`src/rtl/iodelay_tap_calib.sv`:
```
// -----------------------------------------------------------------------------
// iodelay_tap_calib
//
// Tap-sweep calibration controller for a gate-path IODELAYE1 used in VARIABLE
// mode. After a start request the delay element is reset to tap 0. Each tap is
// then sampled for SAMPLE_CNT cycles and classified as LOW, HIGH or MIX. The
// sweep steps one tap at a time until the class differs from the tap-0
// reference (the edge). The delay element is then re-zeroed and stepped up to
// edge + EDGE_OFFSET, saturated at TAP_MAX. If no edge is found by TAP_MAX,
// fail is raised and the delay is parked at TAP_MAX/2.
//
// Ports
//   clk         in   IODELAYE1 control clock (C input of the delay element)
//   resetn      in   asynchronous active-low reset
//   start       in   one-cycle calibration request (ignored while busy)
//   delayed_in  in   delayed gate signal, asynchronous, synchronised here
//   idelay_rst  out  delay-element RST pulse (loads tap 0)
//   idelay_ce   out  delay-element CE pulse
//   idelay_inc  out  delay-element INC (always equal to idelay_ce)
//   busy        out  calibration in progress
//   done        out  one-cycle pulse at the end of calibration
//   locked      out  a final tap has been applied
//   fail        out  no edge was found during the sweep
//   tap_value   out  tap currently loaded in the delay element
//   edge_tap    out  detected edge tap
//
// Optional feature
//   IODELAY_TAP_CALIB_AUTOSTART_EN: when defined, a one-shot injects a start
//   in the first cycle after resetn deasserts. The external start still works.
// -----------------------------------------------------------------------------
module iodelay_tap_calib #(
    parameter int TAP_MAX     = 31,
    parameter int TAP_W       = 5,
    parameter int SAMPLE_CNT  = 64,
    parameter int CNT_W       = 8,
    parameter int SETTLE_CYC  = 8,
    parameter int EDGE_OFFSET = 8
) (
    input  logic             clk,
    input  logic             resetn,
    input  logic             start,
    input  logic             delayed_in,
    output logic             idelay_rst,
    output logic             idelay_ce,
    output logic             idelay_inc,
    output logic             busy,
    output logic             done,
    output logic             locked,
    output logic             fail,
    output logic [TAP_W-1:0] tap_value,
    output logic [TAP_W-1:0] edge_tap
);

    typedef enum logic [3:0] {
        S_IDLE,
        S_RST,
        S_SETTLE,
        S_SAMPLE,
        S_EVAL,
        S_STEP,
        S_MOVE_RST,
        S_MOVE_INC,
        S_FIN
    } state_e;

    typedef enum logic [1:0] {
        CLS_LOW,
        CLS_HIGH,
        CLS_MIX
    } cls_e;

    // Where SETTLE hands over once the delay line has settled.
    typedef enum logic {
        RET_SAMPLE,
        RET_FIN
    } ret_e;

    localparam logic [TAP_W-1:0] TAP_MAX_V   = TAP_W'(TAP_MAX);
    localparam logic [TAP_W-1:0] TAP_HALF_V  = TAP_W'(TAP_MAX / 2);
    localparam logic [TAP_W:0]   TAP_MAX_X   = (TAP_W+1)'(TAP_MAX);
    localparam logic [TAP_W:0]   OFFSET_X    = (TAP_W+1)'(EDGE_OFFSET);
    localparam logic [CNT_W-1:0] SAMPLE_LAST = CNT_W'(SAMPLE_CNT - 1);
    localparam logic [CNT_W-1:0] SAMPLE_FULL = CNT_W'(SAMPLE_CNT);
    localparam logic [CNT_W-1:0] SETTLE_LAST = CNT_W'(SETTLE_CYC - 1);

    state_e           state_q, state_d;
    ret_e             ret_q, ret_d;
    cls_e             ref_q, ref_d;
    cls_e             cls;
    logic [CNT_W-1:0] cnt_q, cnt_d;        // shared by SETTLE and SAMPLE
    logic [CNT_W-1:0] ones_q, ones_d;
    logic [TAP_W-1:0] target_q, target_d;
    logic [TAP_W-1:0] tap_q, tap_d;
    logic [TAP_W-1:0] edge_q, edge_d;
    logic             rst_q, rst_d;
    logic             ce_q, ce_d;
    logic             busy_q, busy_d;
    logic             done_q, done_d;
    logic             locked_q, locked_d;
    logic             fail_q, fail_d;
    logic             sync1_q, sync2_q;
    logic             start_int;
    logic [TAP_W:0]   move_sum;

`ifdef IODELAY_TAP_CALIB_AUTOSTART_EN
    // Armed by reset, fires exactly once in the first cycle after release.
    logic armed_q;

    always_ff @(posedge clk or negedge resetn) begin
        if (!resetn) begin
            armed_q <= 1'b1;
        end else begin
            armed_q <= 1'b0;
        end
    end

    assign start_int = start | armed_q;
`else
    assign start_int = start;
`endif

    // One bit wider than a tap so edge + offset cannot wrap before saturation.
    assign move_sum = {1'b0, edge_q} + OFFSET_X;

    always_comb begin
        if (ones_q == '0) begin
            cls = CLS_LOW;
        end else if (ones_q == SAMPLE_FULL) begin
            cls = CLS_HIGH;
        end else begin
            cls = CLS_MIX;
        end
    end

    // Control pulses are decided on the transition into the state that owns
    // them, so the registered outputs are high for exactly that state's cycle.
    always_comb begin
        // NOTE: every combinational output gets a default first so no path can
        // leave a signal unassigned and infer a latch.
        state_d  = state_q;
        ret_d    = ret_q;
        ref_d    = ref_q;
        cnt_d    = cnt_q;
        ones_d   = ones_q;
        target_d = target_q;
        tap_d    = tap_q;
        edge_d   = edge_q;
        rst_d    = 1'b0;
        ce_d     = 1'b0;
        done_d   = 1'b0;
        locked_d = locked_q;
        fail_d   = fail_q;

        case (state_q)
            S_IDLE: begin
                if (start_int) begin
                    state_d  = S_RST;
                    rst_d    = 1'b1;
                    tap_d    = '0;
                    edge_d   = '0;
                    target_d = '0;
                    locked_d = 1'b0;
                    fail_d   = 1'b0;
                end
            end

            S_RST: begin
                state_d = S_SETTLE;
                ret_d   = RET_SAMPLE;
                cnt_d   = '0;
            end

            S_SETTLE: begin
                if (cnt_q == SETTLE_LAST) begin
                    cnt_d  = '0;
                    ones_d = '0;
                    if (ret_q == RET_FIN) begin
                        state_d  = S_FIN;
                        locked_d = 1'b1;
                        done_d   = 1'b1;
                    end else begin
                        state_d = S_SAMPLE;
                    end
                end else begin
                    cnt_d = cnt_q + 1'b1;
                end
            end

            S_SAMPLE: begin
                ones_d = ones_q + CNT_W'(sync2_q);
                if (cnt_q == SAMPLE_LAST) begin
                    state_d = S_EVAL;
                end else begin
                    cnt_d = cnt_q + 1'b1;
                end
            end

            S_EVAL: begin
                if (tap_q == '0) begin
                    ref_d = cls;
                    if (cls == CLS_MIX) begin
                        // Tap 0 already sits on the transition.
                        edge_d  = '0;
                        state_d = S_MOVE_RST;
                        rst_d   = 1'b1;
                        tap_d   = '0;
                    end else begin
                        state_d = S_STEP;
                        ce_d    = 1'b1;
                        tap_d   = tap_q + 1'b1;
                    end
                end else if (cls != ref_q) begin
                    edge_d  = tap_q;
                    state_d = S_MOVE_RST;
                    rst_d   = 1'b1;
                    tap_d   = '0;
                end else if (tap_q == TAP_MAX_V) begin
                    // No edge anywhere: park mid-range so the path still works.
                    fail_d   = 1'b1;
                    edge_d   = '0;
                    target_d = TAP_HALF_V;
                    state_d  = S_MOVE_RST;
                    rst_d    = 1'b1;
                    tap_d    = '0;
                end else begin
                    state_d = S_STEP;
                    ce_d    = 1'b1;
                    tap_d   = tap_q + 1'b1;
                end
            end

            S_STEP: begin
                state_d = S_SETTLE;
                ret_d   = RET_SAMPLE;
                cnt_d   = '0;
            end

            S_MOVE_RST: begin
                if (!fail_q) begin
                    target_d = (move_sum > TAP_MAX_X) ? TAP_MAX_V : move_sum[TAP_W-1:0];
                end
                state_d = S_MOVE_INC;
            end

            S_MOVE_INC: begin
                // A cycle with CE high is always followed by a gap cycle.
                if (!ce_q) begin
                    if (tap_q < target_q) begin
                        ce_d  = 1'b1;
                        tap_d = tap_q + 1'b1;
                    end else begin
                        state_d = S_SETTLE;
                        ret_d   = RET_FIN;
                        cnt_d   = '0;
                    end
                end
            end

            S_FIN: begin
                state_d = S_IDLE;
            end

            default: begin
                state_d = S_IDLE;
            end
        endcase

        busy_d = (state_d != S_IDLE);
    end

    always_ff @(posedge clk or negedge resetn) begin
        if (!resetn) begin
            state_q  <= S_IDLE;
            ret_q    <= RET_SAMPLE;
            ref_q    <= CLS_LOW;
            cnt_q    <= '0;
            ones_q   <= '0;
            target_q <= '0;
            tap_q    <= '0;
            edge_q   <= '0;
            rst_q    <= 1'b0;
            ce_q     <= 1'b0;
            busy_q   <= 1'b0;
            done_q   <= 1'b0;
            locked_q <= 1'b0;
            fail_q   <= 1'b0;
            sync1_q  <= 1'b0;
            sync2_q  <= 1'b0;
        end else begin
            // NOTE: sequential state uses non-blocking assignments so every flop
            // samples pre-edge values, independent of statement order.
            state_q  <= state_d;
            ret_q    <= ret_d;
            ref_q    <= ref_d;
            cnt_q    <= cnt_d;
            ones_q   <= ones_d;
            target_q <= target_d;
            tap_q    <= tap_d;
            edge_q   <= edge_d;
            rst_q    <= rst_d;
            ce_q     <= ce_d;
            busy_q   <= busy_d;
            done_q   <= done_d;
            locked_q <= locked_d;
            fail_q   <= fail_d;
            sync1_q  <= delayed_in;
            sync2_q  <= sync1_q;
        end
    end

    assign idelay_rst = rst_q;
    assign idelay_ce  = ce_q;
    assign idelay_inc = ce_q;
    assign busy       = busy_q;
    assign done       = done_q;
    assign locked     = locked_q;
    assign fail       = fail_q;
    assign tap_value  = tap_q;
    assign edge_tap   = edge_q;

endmodule

```
`config.mk`:
```
export PLATFORM = sky130hd
export DESIGN_NAME = iodelay_tap_calib
export DESIGN_NICKNAME = d
export VERILOG_FILES = /design/src/rtl/iodelay_tap_calib.sv
export SDC_FILE = /design/constraint.sdc
export NUM_CORES = 1
export LEC_CHECK = 0
export ABC_AREA = 0
export BUFFER_PORTS_ARGS = -buffer_cell sky130_fd_sc_hd__buf_4
export CORE_MARGIN = 2
export CORE_UTILIZATION = 60
export CTS_BUF_LIST = sky130_fd_sc_hd__clkbuf_2 sky130_fd_sc_hd__clkbuf_4 sky130_fd_sc_hd__clkbuf_8
export DETAILED_ROUTE_END_ITERATION = 10
export PLACE_DENSITY_LB_ADDON = 0.25
export RECOVER_POWER = 25
export SLEW_MARGIN = 20
export SYNTH_ARGS = -nofsm -noshare
export SYNTH_HDL_FRONTEND = slang
export SYNTH_SLANG_ARGS = --single-unit
```
`constraint.sdc`:
```
create_clock -name clk -period 4.1 [get_ports clk]
set_input_delay 0.205 -clock clk [delete_from_list [all_inputs] [get_ports clk]]
set_output_delay 0.205 -clock clk [all_outputs]
set_load 0.1 [all_outputs]
```
==> run summary, run 1 <==
Crit Path Category -> register to register
Crit Reg-Reg Startpoint -> tap_value[0]
hold-critical path depth -> 3
H-tree levels -> 2
Reg2Reg Depth -> 8
maxcap violations -> 1
clock buffer depth -> 2
Hold Path End -> tap_value[1]
Iter 0 DRT Violations -> 211
failing checks -> capacitance limit, slew limit
Fillers -> 366
layout cells sized above 1 -> 11.3%
Cell variety after synth -> 56
outcome -> finished, violations left
syn avg cell area -> 9.04 sq um
top-count cell post-synth -> dfrtp_1
Cell Rows -> 24
# resized after CTS -> 0
CP required -> 4.33 ns
pwr dens -> 318 mW/mm^2
leakage -> 0.00131 uW
vias in the first global route -> 2298
CP Data Arrival Time -> 2.88 ns
hold_buf cts -> 2
core area -> 0.00432 sq mm
Setup Buffers After CTS -> 0
post-synth top area share -> 42.8%
Peak VDD IR -> 354 uV
GRT Total Usage -> 26.6%
final period utilization -> 64.7%
DIE AREA -> 0.00504 sq mm
worst skew pair latency -> 0.30 ns
DRC -> 0
critical path endpoint category -> register
Reg clk slew, reported paths -> 0.09 ns
max incr delay on CP -> 0.81 ns
Slew @ Worst Pin -> 2.42 ns
Vias/cell -> 6.59
clock period minus worst slack -> 2.65 ns
Placer Congestion -> 0.966
post-route ant nets -> 0
worst hold path type -> input pin to register
FMAX -> 0.377 GHz
ys async rst share -> 100%
worst path cell trace -> inv_1 > ha_1 > nor4b_1 > a21oi_1 > mux2i_1 > a21o_1 > inv_1 > nor3_1
post-DP HPWL -> 4.53 mm
CP max FO -> 6
total negative slack -> 0 ns
Total Power -> 943 uW
WL/cell -> 17.1 um
WL final -> 6.34 mm
clock skew -> 0.00845 ns
P&R area growth vs syn -> 10.3%
Final Net Count -> 332
Area contributors post-synth -> dfrtp_1 43%, ha_1 4.6%, nor2_1 4.3%
RSZ-0062 raised after global routing -> no
Slowest cell on crit path -> nor4b_1
Num CTS Buffers -> 5
final setup fails -> 0
# clock sinks -> 46
hold violation count in the final report -> 0
Yosys Warn Count -> 0
FF+latch count, synth -> 46
sequential share of the synthesized area -> 42.8%
drt first pass iters -> 5
CTS tree -> done
CP dominant cell by count -> inv_1
routed vias -> 2440
cell taking the most area after synthesis -> dfrtp_1
Slew HR -> -61.5%
IO Count -> 21
Die H -> 71.0 um
synthesized area -> 0.00269 sq mm
EDFF count, synth -> 0
Port Buffers -> 20
starting density of the core -> 62.3%
first-pass GRT wire length -> 10.7 mm
crit path launch type -> register
largest net degree at the start of global routing -> 47
RR Endpoint -> tap_value[3]
Reg2Reg Setup Slack -> 1.45 ns
total grt overflow -> 0
Synthesized Nets -> 312
Syn Inst Count -> 298
Synth Flop Type -> dfrtp_1
Post-synth top cells -> 46 x dfrtp_1, 31 x nor2_1, 22 x nand2_1
Final Util -> 68.7%
Hold Crit Start -> start
ANT cells -> 0
DIE WIDTH -> 71.0 um
initial antenna violation count -> 0
Root Driver -> clkbuf_8
Slew Limit Fails -> 47
[critical path, delay by kind of cell, from the launching register on]
kind	cells	cell delay, ns
AO/OA/AOI/OAI	2	0.38
multiplexers	1	0.36
adder cells (fa/ha/maj)	1	0.16
AND/OR/NAND/NOR	2	1.00
buffers and inverters	2	0.24
flip-flops	1	0.44
[per-layer routing]
layer | GRT usage, % | wire, um
met5 | 0 | 0
met4 | 13.2 | 213
met3 | 4.84 | 346
met2 | 42.2 | 3000
met1 | 35.3 | 2770
[through the flow]
| stage | cells | setup WS [ns] | cell area (sq um) | hold slack, ns |
|---|---|---|---|---|
| 3_3_place_gp | 361 | 1.56 | 2870 | 0.242 |
| 3_5_place_dp | 361 | 1.58 | 2870 | 0.244 |
| 6_report | 370 | 1.45 | 2970 | 0.311 |
| 4_1_cts | 370 | 1.54 | 2970 | 0.290 |
| 2_1_floorplan | 298 | 1.39 | 2690 | -0.0906 |
| 5_1_grt | 370 | 0.951 | 2970 | 0.296 |
[power breakdown]
part	switching [uW]	internal, uW	leakage, uW
Sequential	51.0	485	0.000563
Clock	150	124	0.0000407
Combinational	71.9	61.7	0.000703
Total	273	670	0.00131
[registers in the layout, indices dropped and copies added (netlist names)]
| name | cells |
|---|---|
| ref_q | 2 |
| cnt_q | 8 |
| sync1_q | 1 |
| idelay_ce | 1 |
| tap_value | 5 |
| state_q | 4 |
| busy | 1 |
| fail | 1 |
| done | 1 |
| edge_tap | 5 |
| ones_q | 8 |
| ret_q | 1 |
| locked | 1 |
| target_q | 5 |
| idelay_rst | 1 |
| sync2_q | 1 |
[layout by cell type (no fill, tap or decap), types with 2 or more instances in the layout]
master	Yosys	layout
dlygate4sd3_1	0	2
xnor2_1	7	7
nor2_1	31	31
or2_2	2	2
a21o_1	4	4
nor4b_1	4	4
and2_1	2	2
clkbuf_8	0	5
nor2b_1	4	4
o221ai_1	2	2
a22o_1	4	4
inv_1	16	16
a32o_1	5	5
clkbuf_4	0	2
dfrtp_1	46	46
a2bb2oi_1	2	2
o21ai_0	14	14
a211oi_1	2	2
nor3_1	15	15
o31ai_1	3	3
buf_4	1	18
nand2b_1	7	7
nand4_1	3	3
a21oi_1	12	12
o2bb2ai_1	4	4
o32ai_1	2	2
nand3_1	19	19
o21a_1	4	4
a31oi_1	7	7
ha_1	10	10
o22ai_1	3	3
nand2_1	22	22
a211o_1	3	3
nor4_1	6	6
[how the worst max path moves through the flow]
| stage | slack, ns | endpoint | cells after the start | from |
|---|---|---|---|---|
| floorplan | 1.39 | cnt_q[5] | 7 | tap_value[2] |
| global placement | 1.56 | tap_value[3] | 8 | tap_value[0] |
| detailed placement | 1.58 | tap_value[3] | 8 | tap_value[0] |
| CTS | 1.54 | tap_value[3] | 8 | tap_value[0] |
| global route | 0.95 | cnt_q[3] | 2 | resetn |
| finish | 1.45 | tap_value[3] | 8 | tap_value[0] |
[cell type report]
| class | instances | area, sq um | share of cell area [%] |
|---|---|---|---|
| Multi-Input combinational cell | 227 | 1440 | 48.6 |
| Sequential cell | 46 | 1150 | 38.8 |
| Timing Repair Buffer | 22 | 166 | 5.60 |
| Clock buffer | 6 | 76.3 | 2.57 |
| Tap cell | 52 | 65.1 | 2.19 |
| Inverter | 16 | 60.1 | 2.02 |
| Clock inverter | 1 | 7.51 | 0.253 |
[kinds of logic after synthesis]
group,Yosys count,synth area share (%)
simple gates,129,25.1
compound gates,80,21.2
flops,46,42.8
buf+inv,25,3.62
fa+ha+maj,10,4.65
xor+xnor,7,2.28
mux,1,0.372
No activity file was read; power rests on OpenSTA's default activity.
==> run 2: changes to the inputs <==
- clock period: 4.1 -> 2.46 ns (I/O delays scaled with it)
==> run 2 against run 1 <==
The run now ends clean. Sequential cell count unchanged. Die area unchanged. First-iteration DRC count grew 7.1%. Total power grew 80%. Cell area increased by 3.2%. Combinational power rose by 86%. Fmax rose by 17%. Clock skew down 0.0025 ns. Global-route usage hardly changed. Clock power grew 110%. Critical path depth fell by 1. Critical path type unchanged. Largest cell class unchanged.
==> run summary, run 2 (synthesis results as in run 1) <==
IO Count -> 21 (unchanged)
Clock power frac -> 33.7% (+4.6 points)
DIE AREA -> 0.00504 sq mm (unchanged)
post-route ant nets -> 0 (unchanged)
GRT Total Usage -> 26.6% (-0.036 points)
commonest non-fill, non-tap cell in the layout -> dfrtp_1
RSZ-0062 raised after global routing -> no
DRC -> 0 (unchanged)
DIE WIDTH -> 71.0 um (unchanged)
Largest regs -> cnt_q x8, ones_q x8
worst hold path type -> input pin to register
Net Sw Power -> 452 uW (+65%)
Placed Cells -> 369 (+2.2%)
largest net degree at the start of global routing -> 47 (unchanged)
Cell Rows -> 24 (unchanged)
final hold slack -> 0.254 ns (-0.0563 ns)
maxcap violations -> 0 (-1)
clock period minus worst slack -> 2.27 ns (-0.384 ns)
Total Power -> 1700 uW (+80%)
Iter 0 DRT Violations -> 226 (+7.1%)
starting density of the core -> 62.3% (unchanged)
Reg clk slew, reported paths -> 0.08 ns (about the same)
WL final -> 6.32 mm (-0.30%)
Num CTS Buffers -> 5 (unchanged)
Die H -> 71.0 um (unchanged)
Final Net Count -> 340 (+2.4%)
WL/cell -> 16.7 um (-2.7%)
Slew @ Worst Pin -> 1.14 ns (-1.28 ns)
post-place setup slack -> 0.227 ns (-1.35 ns)
Non-Filler Instances -> 379 (+2.4%)
total negative slack -> 0 ns (unchanged)
core area -> 0.00432 sq mm (unchanged)
post-DP HPWL -> 4.56 mm (+0.76%)
outcome -> finished clean
FMAX -> 0.441 GHz (+17%)
CP Data Arrival Time -> 2.46 ns (-0.42 ns)
worst skew pair latency -> 0.30 ns (about the same)
pwr dens -> 554 mW/mm^2 (+74%)
# clock sinks -> 46 (unchanged)
initial antenna violation count -> 0 (unchanged)
H-tree levels -> 2 (unchanged)
total grt overflow -> 0 (unchanged)
CP max FO -> 6 (unchanged)
Fillers -> 336 (-8.2%)
Register Area -> 0.00116 sq mm (+0.44%)
Root Driver -> clkbuf_8
P&R area growth vs syn -> 13.9%
sequential power share -> 51.6% (-5.2 points)
Crit Path Category -> register to register
Placer Congestion -> 0.969 (+0.35%)
# resized after CTS -> 0 (unchanged)
CP required -> 2.65 ns (-1.68 ns)
first-pass GRT wire length -> 10.7 mm (-0.20%)
multi-input logic area -> 0.00144 sq mm (unchanged)
Slew Limit Fails -> 0 (-100%)
routed vias -> 2415 (-1.0%)
CTS tree -> done
final period utilization -> 92.2% (+27 points)
Port Buffers -> 20 (unchanged)
crit path launch type -> register
Internal Power -> 1250 uW (+86%)
drt first pass iters -> 5 (unchanged)
leakage -> 0.00137 uW (+4.5%)
Vias/cell -> 6.37 (-3.4%)
final setup fails -> 0 (unchanged)
Peak VDD IR -> 438 uV (+24%)
critical path endpoint category -> register
hold violation count in the final report -> 0 (unchanged)
Comb power frac -> 14.6% (+0.4 points)
Slew HR -> 23.7% (+85 points)
clock buffer depth -> 2 (unchanged)
most frequent cells in the layout -> 42 x dfrtp_1, 31 x nor2_1, 26 x buf_4, 22 x nand2_1, 19 x nand3_1
clock skew -> 0.00594 ns (-0.00251 ns)
switching portion of total power -> 26.6% (-2.4 points)
vias in the first global route -> 2285 (-0.57%)
setup ws final -> 0.193 ns (-1.26 ns)
ANT cells -> 0 (unchanged)
layout cells sized above 1 -> 15.3% (+4.0 points)
-- run 2: cell count changes in the layout (fill, tap and decap cells not counted), sizes merged --
cell,change
bufinv,+1
clkinvlp,-1
buf,+8
clkbuf,+1
-- run 2: final timing paths --
| kind | slack [ns] | endpoint | cells past startpoint | from |
|---|---|---|---|---|
| max | 0.19 | edge_tap[3] | 7 | tap_value[0] |
| min | 0.25 | tap_value[1] | 3 | start |
| max reg2reg | 0.19 | edge_tap[3] | 7 | tap_value[0] |
| min reg2reg | 0.36 | sync2_q | 0 | sync1_q |
| max in group asynchronous | 1.12 | tap_value[0] | 2 | resetn |
| min in group asynchronous | 0.58 | ref_q[0] | 2 | resetn |
-- run 2: routing by layer --
metal | vias up | track usage (%) | part of all wire, %
met5 | - | 0 | 0
met4 | 0 | 10.3 | 2.9
met3 | 18 | 4.27 | 4.9
met2 | 77 | 42.1 | 46
met1 | 1157 | 37.0 | 46
li1 | 1163 | - | -
-- run 2: cell type report --
type | instances | share of cell area [%]
multi-input cells | 227 | 47.1
flip-flops and latches | 46 | 37.7
repair buffers | 30 | 7.43
clock buffers | 7 | 2.73
well taps | 52 | 2.12
inverters | 16 | 1.96
clock inverters | 1 | 0.979
-- run 2: timing repair --
item / in CTS / in global routing
endpoints found under the hold margin: 47 / 0
hold buffers: 2 / 0
buffers inserted: 0 / 0
endpoints found under the setup margin: 0 / 0
-- run 2: worst max-delay path, stage by stage (launching register included) --
cell and delay, ns:
dfrtp_2 0.45, inv_1 0.11, ha_1 0.16, or4b_2 0.70, nand3b_1 0.13, mux2i_1 0.10
a21o_1 0.26, a22o_1 0.25
-- run 2: power groups by stage --
| stage | combinational [uW] | sequential [uW] | clock (uW) |
|---|---|---|---|
| after global placement | 238 | 888 | 0 |
| after global routing | 279 | 884 | 619 |
| final | 249 | 877 | 573 |
| after floorplan | 170 | 884 | 0 |
| after CTS | 248 | 875 | 590 |
| after detailed placement | 244 | 890 | 0 |
-- run 2: metrics by stage --
step / util, % / area [sq um]
floorplan: - / 2700
global placement: 67.9 / 2940
detailed placement: 67.9 / 2940
CTS: 71.0 / 3070
global route: 70.9 / 3070
finish: 70.9 / 3070
==> run 3: changes to the inputs <==
- GPL_TIMING_DRIVEN: not set -> 0
==> run 3 against run 2 <==
Sequential share of layout area about the same. Sequential power about the same. Combinational power shrank 8%. Critical path depth unchanged. First-iteration DRC count down 11%. Cell count is the same.
==> run summary, run 3 (synthesis results as in run 1) <==
outcome -> finished clean
Reg clk slew, reported paths -> 0.09 ns (about the same)
multi-input logic area -> 0.00147 sq mm (+1.6%)
P&R area growth vs syn -> 13.8% (about the same)
Final Net Count -> 340 (unchanged)
largest net degree at the start of global routing -> 47 (unchanged)
leakage -> 0.00133 uW (-2.7%)
drt first pass iters -> 5 (unchanged)
GRT Total Usage -> 26.0% (-0.62 points)
DIE AREA -> 0.00504 sq mm (unchanged)
DRC -> 0 (unchanged)
maxcap violations -> 0 (unchanged)
Iter 0 DRT Violations -> 201 (-11%)
first-pass GRT wire length -> 10.5 mm (-1.5%)
final setup fails -> 0 (unchanged)
worst hold path type -> input pin to register
hold violation count in the final report -> 0 (unchanged)
Placed Cells -> 370 (+0.27%)
Non-Filler Instances -> 379 (unchanged)
critical path endpoint category -> register
Final Util -> 70.9% (about the same)
H-tree levels -> 2 (unchanged)
CP Data Arrival Time -> 2.51 ns (+0.05 ns)
post-DP HPWL -> 4.49 mm (-1.7%)
WL/cell -> 16.7 um (+0.46%)
Vias/cell -> 6.40 (+0.50%)
pwr dens -> 549 mW/mm^2 (-0.92%)
commonest non-fill, non-tap cell in the layout -> dfrtp_1
starting density of the core -> 62.3% (unchanged)
Slew @ Worst Pin -> 1.13 ns (-0.0148 ns)
routed vias -> 2427 (+0.50%)
total grt overflow -> 0 (unchanged)
post-route ant nets -> 0 (unchanged)
worst skew pair latency -> 0.31 ns (about the same)
vias in the first global route -> 2329 (+1.9%)
Crit Path Category -> register to register
DIE WIDTH -> 71.0 um (unchanged)
Internal Power -> 1220 uW (-2.5%)
Num CTS Buffers -> 5 (unchanged)
ANT cells -> 0 (unchanged)
most frequent cells in the layout -> 42 x dfrtp_1, 31 x nor2_1, 22 x nand2_1, 19 x nand3_1, 19 x buf_4
clock buffer depth -> 2 (unchanged)
CP max FO -> 6 (unchanged)
Die H -> 71.0 um (unchanged)
WL final -> 6.35 mm (+0.46%)
Placer Congestion -> 0.916 (-5.6%)
Port Buffers -> 20 (unchanged)
core area -> 0.00432 sq mm (unchanged)
CP required -> 2.66 ns (about the same)
RSZ-0062 raised after global routing -> no
Setup Buffers After CTS -> 0 (unchanged)
Slew HR -> 24.7% (+0.99 points)
Peak VDD IR -> 410 uV (-6.4%)
CTS tree -> done
crit path launch type -> register
switching portion of total power -> 27.8% (+1.1 points)
final hold slack -> 0.232 ns (-0.0220 ns)
Slew Limit Fails -> 0 (unchanged)
# clock sinks -> 46 (unchanged)
Largest regs -> cnt_q x8, ones_q x8
sequential power share -> 52.3% (+0.7 points)
final period utilization -> 94.1% (+1.9 points)
FMAX -> 0.432 GHz (-2.0%)
Fillers -> 342 (+1.8%)
initial antenna violation count -> 0 (unchanged)
Cell Rows -> 24 (unchanged)
clock skew -> 0.00878 ns (+0.00284 ns)
clock period minus worst slack -> 2.31 ns (+0.0472 ns)
Root Driver -> clkbuf_8
layout cells sized above 1 -> 14.7% (-0.61 points)
Clock power frac -> 34.0% (+0.3 points)
IO Count -> 21 (unchanged)
Register Area -> 0.00116 sq mm (unchanged)
Net Sw Power -> 467 uW (+3.3%)
Comb power frac -> 13.7% (-0.9 points)
run 3: critical path, cell delays in order, from the launching register on:
cell	delay [ns]
dfrtp_2	0.46
inv_1	0.11
ha_1	0.16
or4b_2	0.69
nand3b_1	0.15
mux2i_2	0.11
a21o_1	0.27
a22o_1	0.25
run 3: cell type report:
class / count / share of cell area, %
Buffer: 8 / 1.14
Clock buffer: 5 / 2.25
Clock inverter: 3 / 1.47
Inverter: 16 / 1.96
Multi-Input combinational cell: 227 / 47.9
Sequential cell: 46 / 37.7
Tap cell: 52 / 2.12
Timing Repair Buffer: 22 / 5.47
run 3: layer usage:
layer / up-vias / track usage (%) / part of all wire, %
met5: - / 0 / 0
met4: 0 / 10.3 / 1.5
met3: 13 / 4.42 / 5.4
met2: 88 / 43.7 / 49
met1: 1161 / 33.6 / 44
li1: 1165 / - / -
run 3: power by group through the flow:
stage | clock (uW) | sequential [uW] | combinational (uW)
after floorplan | 0 | 884 | 170
final | 572 | 880 | 230
after global routing | 599 | 890 | 259
after CTS | 577 | 880 | 230
after global placement | 0 | 892 | 220
after detailed placement | 0 | 895 | 226
run 3: through the flow:
step                      area (sq um)  worst slack, ns  TNS [ns]  total power [uW]
final                             3060            0.146         0              1680
after CTS                         3060          0.00708         0              1690
after global routing              3060           0.0151         0              1750
after floorplan                   2700           0.0412         0              1050
after global placement            2910          -0.0806    -0.220              1110
after detailed placement          2910           -0.102    -0.381              1120
run 3: timing repair:
item | 4_1_cts | 5_1_grt
hold buffers | 2 | 0
gates resized for setup | 2 | 4
hold endpoints to repair | 47 | 0
endpoints found under the setup margin | 5 | 14
run 3: final timing paths:
check,startpoint,endpoint,slack [ns],cells past startpoint
setup reg to reg,tap_value[0],edge_tap[2],0.15,7
hold reg to reg,sync1_q,sync2_q,0.36,0
min in group asynchronous,resetn,target_q[2],0.57,2
setup / recovery,tap_value[0],edge_tap[2],0.15,7
max in group asynchronous,resetn,tap_value[0],1.14,2
hold / removal,start,tap_value[1],0.23,3
